### config.mk
export PLATFORM = sky130hd
export DESIGN_NAME = stage3_mdu_sequencer_flat
export DESIGN_NICKNAME = d
export VERILOG_FILES = /design/src/rtl/rv32m_pkg.sv /design/src/rtl/stage3_types_pkg.sv /design/src/rtl/stage3_mdu_sequencer_if.sv /design/src/rtl/mdu_result_cache.sv /design/src/rtl/stage3_mdu_sequencer.sv /design/src/flat_wrapper.sv
export SDC_FILE = /design/constraint.sdc
export NUM_CORES = 1
export LEC_CHECK = 0
export BUFFER_PORTS_ARGS = -buffer_cell sky130_fd_sc_hd__buf_2
export CAP_MARGIN = 0
export CELL_PAD_IN_SITES_DETAIL_PLACEMENT = 2
export CELL_PAD_IN_SITES_GLOBAL_PLACEMENT = 2
export CORE_MARGIN = 5
export CORE_UTILIZATION = 28
export CTS_CLUSTER_DIAMETER = 150
export CTS_CLUSTER_SIZE = 8
export DETAILED_ROUTE_END_ITERATION = 8
export PLACE_DENSITY_LB_ADDON = 0.25
export SETUP_SLACK_MARGIN = 0.02
export SLEW_MARGIN = 15
export SYNTH_ARGS = -nofsm -noshare
export SYNTH_HDL_FRONTEND = slang
export SYNTH_SLANG_ARGS = --single-unit
### constraint.sdc
create_clock -name CLK -period 2.7 [get_ports CLK]
set_clock_uncertainty 0.15 [all_clocks]
set_input_delay 0.54 -clock CLK [delete_from_list [all_inputs] [get_ports CLK]]
set_output_delay 0.54 -clock CLK [all_outputs]
set_load 0.1 [all_outputs]
### src/rtl/rv32m_pkg.sv
// RV32M operation encoding shared by the execute stage and the multi-cycle unit.
package rv32m_pkg;

  typedef enum logic [2:0] {
    OpMul    = 3'd0,
    OpMulh   = 3'd1,
    OpMulhsu = 3'd2,
    OpMulhu  = 3'd3,
    OpDiv    = 3'd4,
    OpDivu   = 3'd5,
    OpRem    = 3'd6,
    OpRemu   = 3'd7
  } rv32m_op_t;

endpackage

### src/rtl/stage3_types_pkg.sv
// Types for the 3-stage pipeline: MDU sequencer state and result-cache entry.
package stage3_types_pkg;

  import rv32m_pkg::*;

  typedef enum logic [1:0] {
    StIdle  = 2'd0,
    StRun   = 2'd1,
    StDrain = 2'd2
  } mdu_seq_state_t;

  typedef struct packed {
    logic        valid;
    rv32m_op_t   op;
    logic [31:0] a;
    logic [31:0] b;
    logic [31:0] res;
  } mdu_cache_entry_t;

endpackage

### src/rtl/stage3_mdu_sequencer_if.sv
// Execute-stage request, functional-unit handshake and result signals of the MDU sequencer.
interface stage3_mdu_sequencer_if;

  logic                  req_valid;
  rv32m_pkg::rv32m_op_t  req_op;
  logic [31:0]           req_a;
  logic [31:0]           req_b;
  logic                  req_stall;
  logic                  flush;
  logic                  advance;

  logic                  fu_start;
  rv32m_pkg::rv32m_op_t  fu_op;
  logic [31:0]           fu_a;
  logic [31:0]           fu_b;
  logic                  fu_done;
  logic [31:0]           fu_out;

  logic                  res_valid;
  logic [31:0]           res_data;
  logic                  busy;
  logic                  timeout;

  // Pipeline and functional-unit side.
  modport master (
    output req_valid, req_op, req_a, req_b, req_stall, flush, advance, fu_done, fu_out,
    input  fu_start, fu_op, fu_a, fu_b, res_valid, res_data, busy, timeout
  );

  // Sequencer side.
  modport slave (
    input  req_valid, req_op, req_a, req_b, req_stall, flush, advance, fu_done, fu_out,
    output fu_start, fu_op, fu_a, fu_b, res_valid, res_data, busy, timeout
  );

endinterface

### src/rtl/mdu_result_cache.sv
// One-entry cache of the last completed {op, a, b} -> result; valid cleared only by reset.
module mdu_result_cache
  import rv32m_pkg::*;
  import stage3_types_pkg::*;
(
  input  logic        clk_i,
  input  logic        rst_ni,   // synchronous
  input  logic        wr_en_i,
  input  rv32m_op_t   wr_op_i,
  input  logic [31:0] wr_a_i,
  input  logic [31:0] wr_b_i,
  input  logic [31:0] wr_res_i,
  input  rv32m_op_t   lk_op_i,
  input  logic [31:0] lk_a_i,
  input  logic [31:0] lk_b_i,
  output logic        hit_o,
  output logic [31:0] res_o
);

  mdu_cache_entry_t entry_d, entry_q;

  // Overwrite the single entry on every write.
  always_comb begin
    entry_d = entry_q;
    if (wr_en_i) begin
      entry_d.valid = 1'b1;
      entry_d.op    = wr_op_i;
      entry_d.a     = wr_a_i;
      entry_d.b     = wr_b_i;
      entry_d.res   = wr_res_i;
    end
  end

  // Entry storage with synchronous clear.
  always_ff @(posedge clk_i) begin
    if (!rst_ni) begin
      entry_q <= '0;
    end else begin
      entry_q <= entry_d;
    end
  end

  assign hit_o = entry_q.valid && (entry_q.op == lk_op_i) &&
                 (entry_q.a == lk_a_i) && (entry_q.b == lk_b_i);
  assign res_o = entry_q.res;

endmodule

### src/rtl/stage3_mdu_sequencer.sv
// Issues one start per RV32M instruction, tracks done, drains flushed work, and serves repeats
// of the last completed operation from a one-entry result cache.
module stage3_mdu_sequencer
  import rv32m_pkg::*;
  import stage3_types_pkg::*;
#(
  parameter int unsigned TIMEOUT_CYCLES = 64
) (
  input logic                    CLK,
  input logic                    nRST,
  stage3_mdu_sequencer_if.slave  bus
);

  localparam int unsigned    CntW    = $clog2(TIMEOUT_CYCLES + 1);
  localparam logic [CntW-1:0] CntLast = CntW'(TIMEOUT_CYCLES - 1);

  mdu_seq_state_t  state_d, state_q;
  logic [CntW-1:0] cnt_d, cnt_q;
  logic            fu_start_d, fu_start_q;
  rv32m_op_t       fu_op_d, fu_op_q;
  logic [31:0]     fu_a_d, fu_a_q;
  logic [31:0]     fu_b_d, fu_b_q;
  logic            timeout_d, timeout_q;

  logic            issue;
  logic            cache_hit;
  logic [31:0]     cache_res;
  logic            cache_wr;
  logic            res_valid;
  logic [31:0]     res_data;

  assign issue = bus.req_valid && !bus.req_stall && !bus.flush;

  mdu_result_cache u_cache (
    .clk_i    (CLK),
    .rst_ni   (nRST),
    .wr_en_i  (cache_wr),
    .wr_op_i  (fu_op_q),
    .wr_a_i   (fu_a_q),
    .wr_b_i   (fu_b_q),
    .wr_res_i (bus.fu_out),
    .lk_op_i  (bus.req_op),
    .lk_a_i   (bus.req_a),
    .lk_b_i   (bus.req_b),
    .hit_o    (cache_hit),
    .res_o    (cache_res)
  );

  // Next state, start/operand latching, cache write and the combinational result path.
  always_comb begin
    state_d    = state_q;
    cnt_d      = cnt_q;
    fu_start_d = 1'b0;
    fu_op_d    = fu_op_q;
    fu_a_d     = fu_a_q;
    fu_b_d     = fu_b_q;
    timeout_d  = timeout_q;
    cache_wr   = 1'b0;
    res_valid  = 1'b0;
    res_data   = '0;

    unique case (state_q)
      StIdle: begin
        // fu_done is ignored here, so a stale completion after reset has no effect.
        if (issue) begin
          if (cache_hit) begin
            res_valid = 1'b1;
            res_data  = cache_res;
          end else begin
            fu_start_d = 1'b1;
            fu_op_d    = bus.req_op;
            fu_a_d     = bus.req_a;
            fu_b_d     = bus.req_b;
            cnt_d      = '0;
            state_d    = StRun;
          end
        end
      end
      StRun: begin
        cnt_d = cnt_q + 1'b1;
        if (bus.fu_done) begin
          // Result is valid for the latched operands even when squashed.
          cache_wr = 1'b1;
          cnt_d    = '0;
          state_d  = StIdle;
          if (!bus.flush) begin
            res_valid = 1'b1;
            res_data  = bus.fu_out;
          end
        end else if (cnt_q == CntLast) begin
          timeout_d = 1'b1;
          cnt_d     = '0;
          state_d   = StIdle;
        end else if (bus.flush) begin
          state_d = StDrain;
        end
      end
      StDrain: begin
        cnt_d = cnt_q + 1'b1;
        if (bus.fu_done) begin
          cache_wr = 1'b1;
          cnt_d    = '0;
          state_d  = StIdle;
        end else if (cnt_q == CntLast) begin
          timeout_d = 1'b1;
          cnt_d     = '0;
          state_d   = StIdle;
        end
      end
      default: begin
        cnt_d   = '0;
        state_d = StIdle;
      end
    endcase
  end

  // Sequencer state and registered outputs.
  always_ff @(posedge CLK) begin
    if (!nRST) begin
      state_q    <= StIdle;
      cnt_q      <= '0;
      fu_start_q <= 1'b0;
      fu_op_q    <= OpMul;
      fu_a_q     <= '0;
      fu_b_q     <= '0;
      timeout_q  <= 1'b0;
    end else begin
      state_q    <= state_d;
      cnt_q      <= cnt_d;
      fu_start_q <= fu_start_d;
      fu_op_q    <= fu_op_d;
      fu_a_q     <= fu_a_d;
      fu_b_q     <= fu_b_d;
      timeout_q  <= timeout_d;
    end
  end

  assign bus.fu_start  = fu_start_q;
  assign bus.fu_op     = fu_op_q;
  assign bus.fu_a      = fu_a_q;
  assign bus.fu_b      = fu_b_q;
  assign bus.res_valid = res_valid;
  assign bus.res_data  = res_data;
  assign bus.busy      = bus.req_valid && !res_valid;
  assign bus.timeout   = timeout_q;

endmodule
### src/flat_wrapper.sv
// flat-port wrapper written by rule: the top's interface ports become plain ports
module stage3_mdu_sequencer_flat import rv32m_pkg::*; import stage3_types_pkg::*;
#(
  parameter int unsigned TIMEOUT_CYCLES = 64
)
  (CLK, nRST, bus_req_valid, bus_req_op, bus_req_a, bus_req_b, bus_req_stall, bus_flush, bus_advance, bus_fu_done, bus_fu_out, bus_fu_start, bus_fu_op, bus_fu_a, bus_fu_b, bus_res_valid, bus_res_data, bus_busy, bus_timeout);
  stage3_mdu_sequencer_if bus_i ();
  input logic CLK;
  input logic nRST;
  input wire logic [$bits(bus_i.req_valid)-1:0] bus_req_valid;
  input wire logic [$bits(bus_i.req_op)-1:0] bus_req_op;
  input wire logic [$bits(bus_i.req_a)-1:0] bus_req_a;
  input wire logic [$bits(bus_i.req_b)-1:0] bus_req_b;
  input wire logic [$bits(bus_i.req_stall)-1:0] bus_req_stall;
  input wire logic [$bits(bus_i.flush)-1:0] bus_flush;
  input wire logic [$bits(bus_i.advance)-1:0] bus_advance;
  input wire logic [$bits(bus_i.fu_done)-1:0] bus_fu_done;
  input wire logic [$bits(bus_i.fu_out)-1:0] bus_fu_out;
  output wire logic [$bits(bus_i.fu_start)-1:0] bus_fu_start;
  output wire logic [$bits(bus_i.fu_op)-1:0] bus_fu_op;
  output wire logic [$bits(bus_i.fu_a)-1:0] bus_fu_a;
  output wire logic [$bits(bus_i.fu_b)-1:0] bus_fu_b;
  output wire logic [$bits(bus_i.res_valid)-1:0] bus_res_valid;
  output wire logic [$bits(bus_i.res_data)-1:0] bus_res_data;
  output wire logic [$bits(bus_i.busy)-1:0] bus_busy;
  output wire logic [$bits(bus_i.timeout)-1:0] bus_timeout;
  assign bus_i.req_valid = bus_req_valid;
  assign bus_i.req_op = bus_req_op;
  assign bus_i.req_a = bus_req_a;
  assign bus_i.req_b = bus_req_b;
  assign bus_i.req_stall = bus_req_stall;
  assign bus_i.flush = bus_flush;
  assign bus_i.advance = bus_advance;
  assign bus_i.fu_done = bus_fu_done;
  assign bus_i.fu_out = bus_fu_out;
  assign bus_fu_start = bus_i.fu_start;
  assign bus_fu_op = bus_i.fu_op;
  assign bus_fu_a = bus_i.fu_a;
  assign bus_fu_b = bus_i.fu_b;
  assign bus_res_valid = bus_i.res_valid;
  assign bus_res_data = bus_i.res_data;
  assign bus_busy = bus_i.busy;
  assign bus_timeout = bus_i.timeout;
  stage3_mdu_sequencer #(.TIMEOUT_CYCLES(TIMEOUT_CYCLES)) u_core (.CLK(CLK), .nRST(nRST), .bus(bus_i));
endmodule
==> flow_summary.json, run 1 <==
{
  "run_status": "complete, but fails checks",
  "failing_checks": "setup timing",
  "hpwl_mm": 22.0,
  "worst_slew_margin_rel_pct": 62.6,
  "die-area_um2": 32100,
  "yosysSeqAreaShare_pct": 44.5,
  "utilization_pct": 40.5,
  "setup_repair_after_global_routing_missed_its_margin": "yes",
  "timing.critical_path.fanout_max": 8,
  "finalWeightedCongestion": 0.733,
  "drc_violations_left": 0,
  "initial_core_util_pct": 28.1,
  "postLayoutSetupSlackWorst_ns": -0.892,
  "clock-sinks": 178,
  "critical_path_class": "flop to output port",
  "wire_per_inst_um": 19.3,
  "grt_overflow_total": 0,
  "synth_instances": 942,
  "core.rowCount": 62,
  "core_region_area_um2": 28500,
  "holdCritPathClass": "input port to flop",
  "power.density_nw_per_um2": 542,
  "post_synth_main_area_contributors": "dfxtp_1, nand2_1, a21boi_0",
  "final_cells": 1568,
  "worst_pin_slew_ns": 0.558,
  "syn2layout_area_growth_pct": 44.0,
  "yosys_warnings": 0,
  "fin_tns_setup_ns": -29.67,
  "root_buffer": "clkbuf_16",
  "yosys.area.top_type": "dfxtp_1",
  "arrival_ns": 2.90,
  "drtPass1Iterations": 4,
  "fp.dieW_um": 179,
  "grt_use_total_pct": 18.5,
  "dpl.cell_count": 1527,
  "clockBufferDepth": 2,
  "final_max_slew_viol_count": 0,
  "pin_count_of_the_biggest_net_entering_global_routing": 70,
  "vias_in_the_first_global_route": 8240,
  "reg2reg_depth": 8,
  "clock_network_latency_to_the_later_pin_of_the_worst_skew_pair_ns": 0.44,
  "cts_tree": "built",
  "power_mw": 6.25,
  "htree_num_levels": 4,
  "routed-via-count": 7507,
  "mappedNetlistNets": 1052,
  "cts_hold_buffers": 0,
  "synth_edf_count": 0,
  "fmax_ghz": 0.278,
  "p_leak_nw": 4.67,
  "postSynthRegisterBits": 178,
  "setup_viol": 34,
  "buffers_on_ports": 207,
  "cap_violations": 0,
  "first_iter_violations": 185,
  "synth_top_area_share_pct": 44.5,
  "final_hold_viol_count": 0,
  "vdd_ir_drop_max_uv": 331,
  "ys.flop_type": "dfxtp_1",
  "drt_antenna_net_count": 0,
  "layout.nets": 1281,
  "clkSlewWorstSetupHoldPaths_ns": 0.07,
  "period_needed_ns": 3.59,
  "yosysUniqueCellTypes": 44,
  "cp-end-kind": "output port",
  "mean_syn_cell_area_um2": 8.50,
  "tritoncts.num_buffers": 17,
  "boundaryPins": 209,
  "layout_worst_path_cycle_share_pct": 133,
  "count_of_cells_along_the_worst_hold_path": 3,
  "route.detailed.vias_per_inst": 4.79,
  "synthesis.area_um2": 8010,
  "worst_ep_required_time_ns": 2.01,
  "layout_fillers": 3195,
  "finalWirelength_mm": 30.3,
  "setup.worst_path.start_class": "flop",
  "post_route_cells_drive_above_1_share_pct": 31.1,
  "synth-async-reset-ratio_pct": 0,
  "hold_ws_ns": 0.210,
  "die_h_um": 179,
  "antenna_found_initial": 4,
  "grt_pass1_wl_mm": 46.0
}
-- cell usage after synthesis (2+ instances only) --
master      n
nand2_1   340
dfxtp_1   178
a21boi_0   99
mux2i_1    67
clkbuf_1   53
xnor2_1    36
a22o_1     32
xor2_1     17
inv_1      13
nor2b_1    12
nand4_1    10
o21ai_0    10
nor4_1      8
a21oi_1     5
buf_6       5
a32o_1      4
and3_1      4
and4b_1     4
buf_2       4
ha_1        4
nand3_1     4
nor2_1      4
nand2b_1    3
nor3_1      3
a2111o_1    2
and2_1      2
o22ai_1     2
-- where the power goes --
part / total (mW) / leakage, nW / internal (mW) / switching (mW)
registers: 2.72 / 1.44 / 2.68 / 0.0401
clock network: 2.62 / 0.282 / 1.47 / 1.15
logic: 0.911 / 2.94 / 0.284 / 0.627
total: 6.25 / 4.67 / 4.43 / 1.82
-- path summary, 6_finish.rpt --
check                              from                       to  slack (ns)
min reg2reg             u_core.cnt_q[6]          u_core.cnt_q[6]        0.32
min                       bus_fu_out[5]  u_core.u_cache.res_o[5]        0.21
max          u_core.u_cache.entry_q[95]          bus_res_data[3]       -0.89
max reg2reg  u_core.u_cache.entry_q[95]          u_core.cnt_q[2]        0.05
-- layer usage --
metal	wire (µm)	vias to the layer above	track usage, %
li1	-	3610	-
met1	13000	3699	22.1
met2	15300	165	33.4
met3	1650	25	4.68
met4	332	8	3.90
met5	40	-	0
-- critical path: stages (launching register included) --
cell      delay [ns]
dfxtp_2         0.32
nor2b_4         0.11
a2111o_1        0.41
nor4_2          0.26
nand4_1         0.25
nor3_4          0.21
nor3b_4         0.26
buf_6           0.19
buf_16          0.15
a22o_4          0.13
buf_12          0.17
-- sequential cells by signal (all words and copies together), names as in the netlist --
signal                  flops
u_core.bus.fu_b            32
u_core.bus.timeout          1
u_core.cnt_q                7
u_core.u_cache.entry_q     68
u_core.bus.fu_start         1
u_core.state_q              2
u_core.bus.fu_op            3
u_core.bus.fu_a            32
u_core.u_cache.res_o       32
-- final cells by class --
cell class / count / area [µm²] / area share [%]
Multi-Input combinational cell: 687 / 4540 / 39.3
Sequential cell: 178 / 3570 / 30.9
Timing Repair Buffer: 274 / 2290 / 19.8
Tap cell: 384 / 480 / 4.16
Clock buffer: 18 / 429 / 3.72
Clock inverter: 13 / 175 / 1.52
Inverter: 13 / 56.3 / 0.488
Antenna cell: 1 / 2.50 / 0.0217
-- stage by stage --
| step | worst slack, ns | area (µm²) |
|---|---|---|
| 3_5_place_dp | -1.08 | 10600 |
| 2_1_floorplan | -0.422 | 8310 |
| 4_1_cts | -0.853 | 11500 |
| 6_report | -0.892 | 11500 |
| 3_3_place_gp | -0.979 | 10600 |
| 5_1_grt | -1.02 | 11500 |
-- cell usage in the layout (no fill, tap or decap), types with 11 or more instances in the layout --
| cell | Yosys | final |
|---|---|---|
| buf_2 | 4 | 172 |
| inv_1 | 13 | 12 |
| xor2_1 | 17 | 17 |
| buf_12 | 0 | 45 |
| mux2i_1 | 67 | 67 |
| nor2b_1 | 12 | 11 |
| xnor2_1 | 36 | 26 |
| a22o_4 | 0 | 32 |
| nand2_1 | 340 | 339 |
| dfxtp_1 | 178 | 172 |
| a21boi_0 | 99 | 99 |
| buf_4 | 1 | 48 |
| clkbuf_16 | 0 | 18 |
-- cell families (layout without fill, tap and decap cells) --
kind of cell | Yosys count | after routing | synth area share [%]
XOR/XNOR | 53 | 53 | 5.79
buffers and inverters | 77 | 318 | 4.19
adder cells (fa/ha/maj) | 4 | 4 | 0.625
other | 0 | 1 | 0
multiplexers | 67 | 67 | 8.37
AO/OA/AOI/OAI | 162 | 162 | 15.6
AND/OR/NAND/NOR | 401 | 401 | 20.9
flip-flops | 178 | 178 | 44.5
-- timing repair --
action                                 4_1_cts  5_1_grt
endpoints found under the hold margin        0        0
pin swaps                                    5       10
gates resized for setup                     29       16
setup endpoints to repair                   34       41
buffers inserted                             5        0
cloned                                       3        2
No activity file was read; power rests on OpenSTA's default activity.
==> inputs of run 2 (changes only) <==
--- a/config.mk
+++ b/config.mk
@@ -14,7 +14,7 @@
 export CTS_CLUSTER_DIAMETER = 150
 export CTS_CLUSTER_SIZE = 8
 export DETAILED_ROUTE_END_ITERATION = 8
-export PLACE_DENSITY_LB_ADDON = 0.25
+export PLACE_DENSITY = 0.83
 export SETUP_SLACK_MARGIN = 0.02
 export SLEW_MARGIN = 15
 export SYNTH_ARGS = -nofsm -noshare
==> flow_summary.json, run 2 (synthesized netlist as in run 1, its figures left out) <==
{
  "run_status": "complete, but fails checks",
  "failing_checks": "setup timing",
  "holdCritPathClass": "input port to flop",
  "finalWirelength_mm": 31.4,
  "grt_use_total_pct": 19.4,
  "core_region_area_um2": 28500,
  "arrival_ns": 2.82,
  "initial_core_util_pct": 28.1,
  "clkSlewWorstSetupHoldPaths_ns": 0.08,
  "register_to_register_setup_slack_ns": 0.20,
  "power.density_nw_per_um2": 540,
  "cts_hold_buffers": 0,
  "antenna_found_initial": 10,
  "buffers_on_ports": 207,
  "clock-sinks": 178,
  "drtPass1Iterations": 4,
  "final_max_slew_viol_count": 0,
  "r2r_end": "u_core.bus.fu_a[14]",
  "cap_violations": 0,
  "clock_network_latency_to_the_later_pin_of_the_worst_skew_pair_ns": 0.44,
  "tritoncts.num_buffers": 17,
  "capturing_element_of_the_worst_setup_path": "bus_res_data[31]",
  "dpl_worst_slack_ns": -0.856,
  "pin_count_of_the_biggest_net_entering_global_routing": 86,
  "setup_repair_after_global_routing_missed_its_margin": "yes",
  "htree_num_levels": 4,
  "core.rowCount": 62,
  "r2r_start": "u_core.u_cache.entry_q[85]",
  "layout.nets": 1282,
  "layout_worst_path_cycle_share_pct": 130,
  "placed_cell_area_um2": 10600,
  "post_route_cells_drive_above_1_share_pct": 31.0,
  "worst_ep_required_time_ns": 2.01,
  "setup_viol": 34,
  "clockBufferDepth": 2,
  "cp-end-kind": "output port",
  "area_of_all_placed_cells_without_fillers_um2": 11500,
  "drc_violations_left": 0,
  "mostFrequentLayoutCells": "nand2_1, buf_2, dfxtp_1",
  "routed-via-count": 7520,
  "vdd_ir_drop_max_uv": 325,
  "critical_path_class": "flop to output port",
  "path_cells": "nor2b_1 > a2111o_1 > a2111oi_4 > nand4_1 > nor3_2 > nor3b_4 > buf_6 > clkbuf_16 > a22o_4 > buf_12",
  "worst_pin_slew_ns": 0.654,
  "setup.worst_path.start": "u_core.u_cache.entry_q[85]",
  "wire_per_inst_um": 20.0,
  "hold_path.startpoint": "bus_req_a[7]",
  "setup.worst_path.start_class": "flop",
  "vias_in_the_first_global_route": 8436,
  "finalWeightedCongestion": 0.825,
  "fmax_ghz": 0.285,
  "route.detailed.vias_per_inst": 4.79,
  "drt_antenna_net_count": 0,
  "reg2reg_depth": 10,
  "boundaryPins": 209,
  "maximum_single_stage_delay_on_the_critical_path_ns": 0.37,
  "root_buffer": "clkbuf_16",
  "largest_reg_flops": 68,
  "p_leak_nw": 4.65,
  "grt_overflow_total": 0,
  "fp.dieW_um": 179,
  "period_needed_ns": 3.51,
  "largest_register": "u_core.u_cache.entry_q",
  "first_iter_violations": 295,
  "fin_tns_setup_ns": -26.72,
  "most_common_library_cell_in_the_layout_ignoring_fill_and_taps": "nand2_1",
  "hpwl_mm": 22.6,
  "critical_path_slowest_stage_cell": "a2111o_1",
  "timing.critical_path.fanout_max": 4,
  "die_h_um": 179,
  "syn2layout_area_growth_pct": 43.7,
  "cts_tree": "built",
  "grt_pass1_wl_mm": 48.2,
  "final_hold_viol_count": 0,
  "worst_slew_margin_rel_pct": 56.4,
  "postLayoutSetupSlackWorst_ns": -0.810,
  "die-area_um2": 32100
}
run 2: timing repair:
action | in CTS | in global routing
setup endpoints to repair | 34 | 66
buffers inserted | 4 | 1
gates resized for setup | 14 | 17
cloned | 2 | 2
pin swaps | 3 | 10
run 2: power breakdown:
part | switching [mW] | leakage [nW] | internal (mW)
clock network | 1.25 | 0.298 | 1.36
registers | 0.0399 | 1.44 | 2.67
logic | 0.627 | 2.91 | 0.278
run 2: cell type report:
class | count | area, µm²
timing repair buffer | 275 | 2270
sequential | 178 | 3570
fill | 3140 | 17000
clock buffer | 18 | 439
antenna | 1 | 2.50
tap | 384 | 480
multi-input combinational | 687 | 4530
clock inverter | 14 | 164
inverter | 13 | 56.3
run 2: per-stage QoR:
stage	hold slack, ns	cells	total power [mW]	util [%]
3_5_place_dp	0.310	1528	3.68	37.3
4_1_cts	0.199	1566	6.32	39.9
2_1_floorplan	0.272	942	3.33	-
3_3_place_gp	0.283	1528	3.65	37.3
6_report	0.217	1570	6.22	40.4
5_1_grt	0.204	1570	6.48	40.4
run 2: worst min path at each step:
stage                                to  cells after the start  slack (ns)
floorplan               u_core.cnt_q[6]                      2        0.27
global placement        u_core.cnt_q[6]                      2        0.28
detailed placement      u_core.cnt_q[6]                      2        0.31
CTS                 u_core.bus.fu_op[1]                      3        0.20
global route         u_core.bus.fu_a[5]                      3        0.20
finish               u_core.bus.fu_a[7]                      3        0.22
run 2: worst max-delay path, delay by kind of cell (launching register included):
family	cells	cell delay [ns]
and+or+nand+nor	4	0.83
AOI/OAI and AO/OA	3	0.69
buffers and inverters	3	0.52
DFF	1	0.33
run 2: metal layers:
layer / up-vias / track usage (%) / routed length [µm]
li1: 3602 / - / -
met1: 3694 / 22.0 / 12700
met2: 158 / 35.1 / 16100
met3: 48 / 5.86 / 1900
met4: 18 / 5.49 / 552
met5: - / 0 / 117
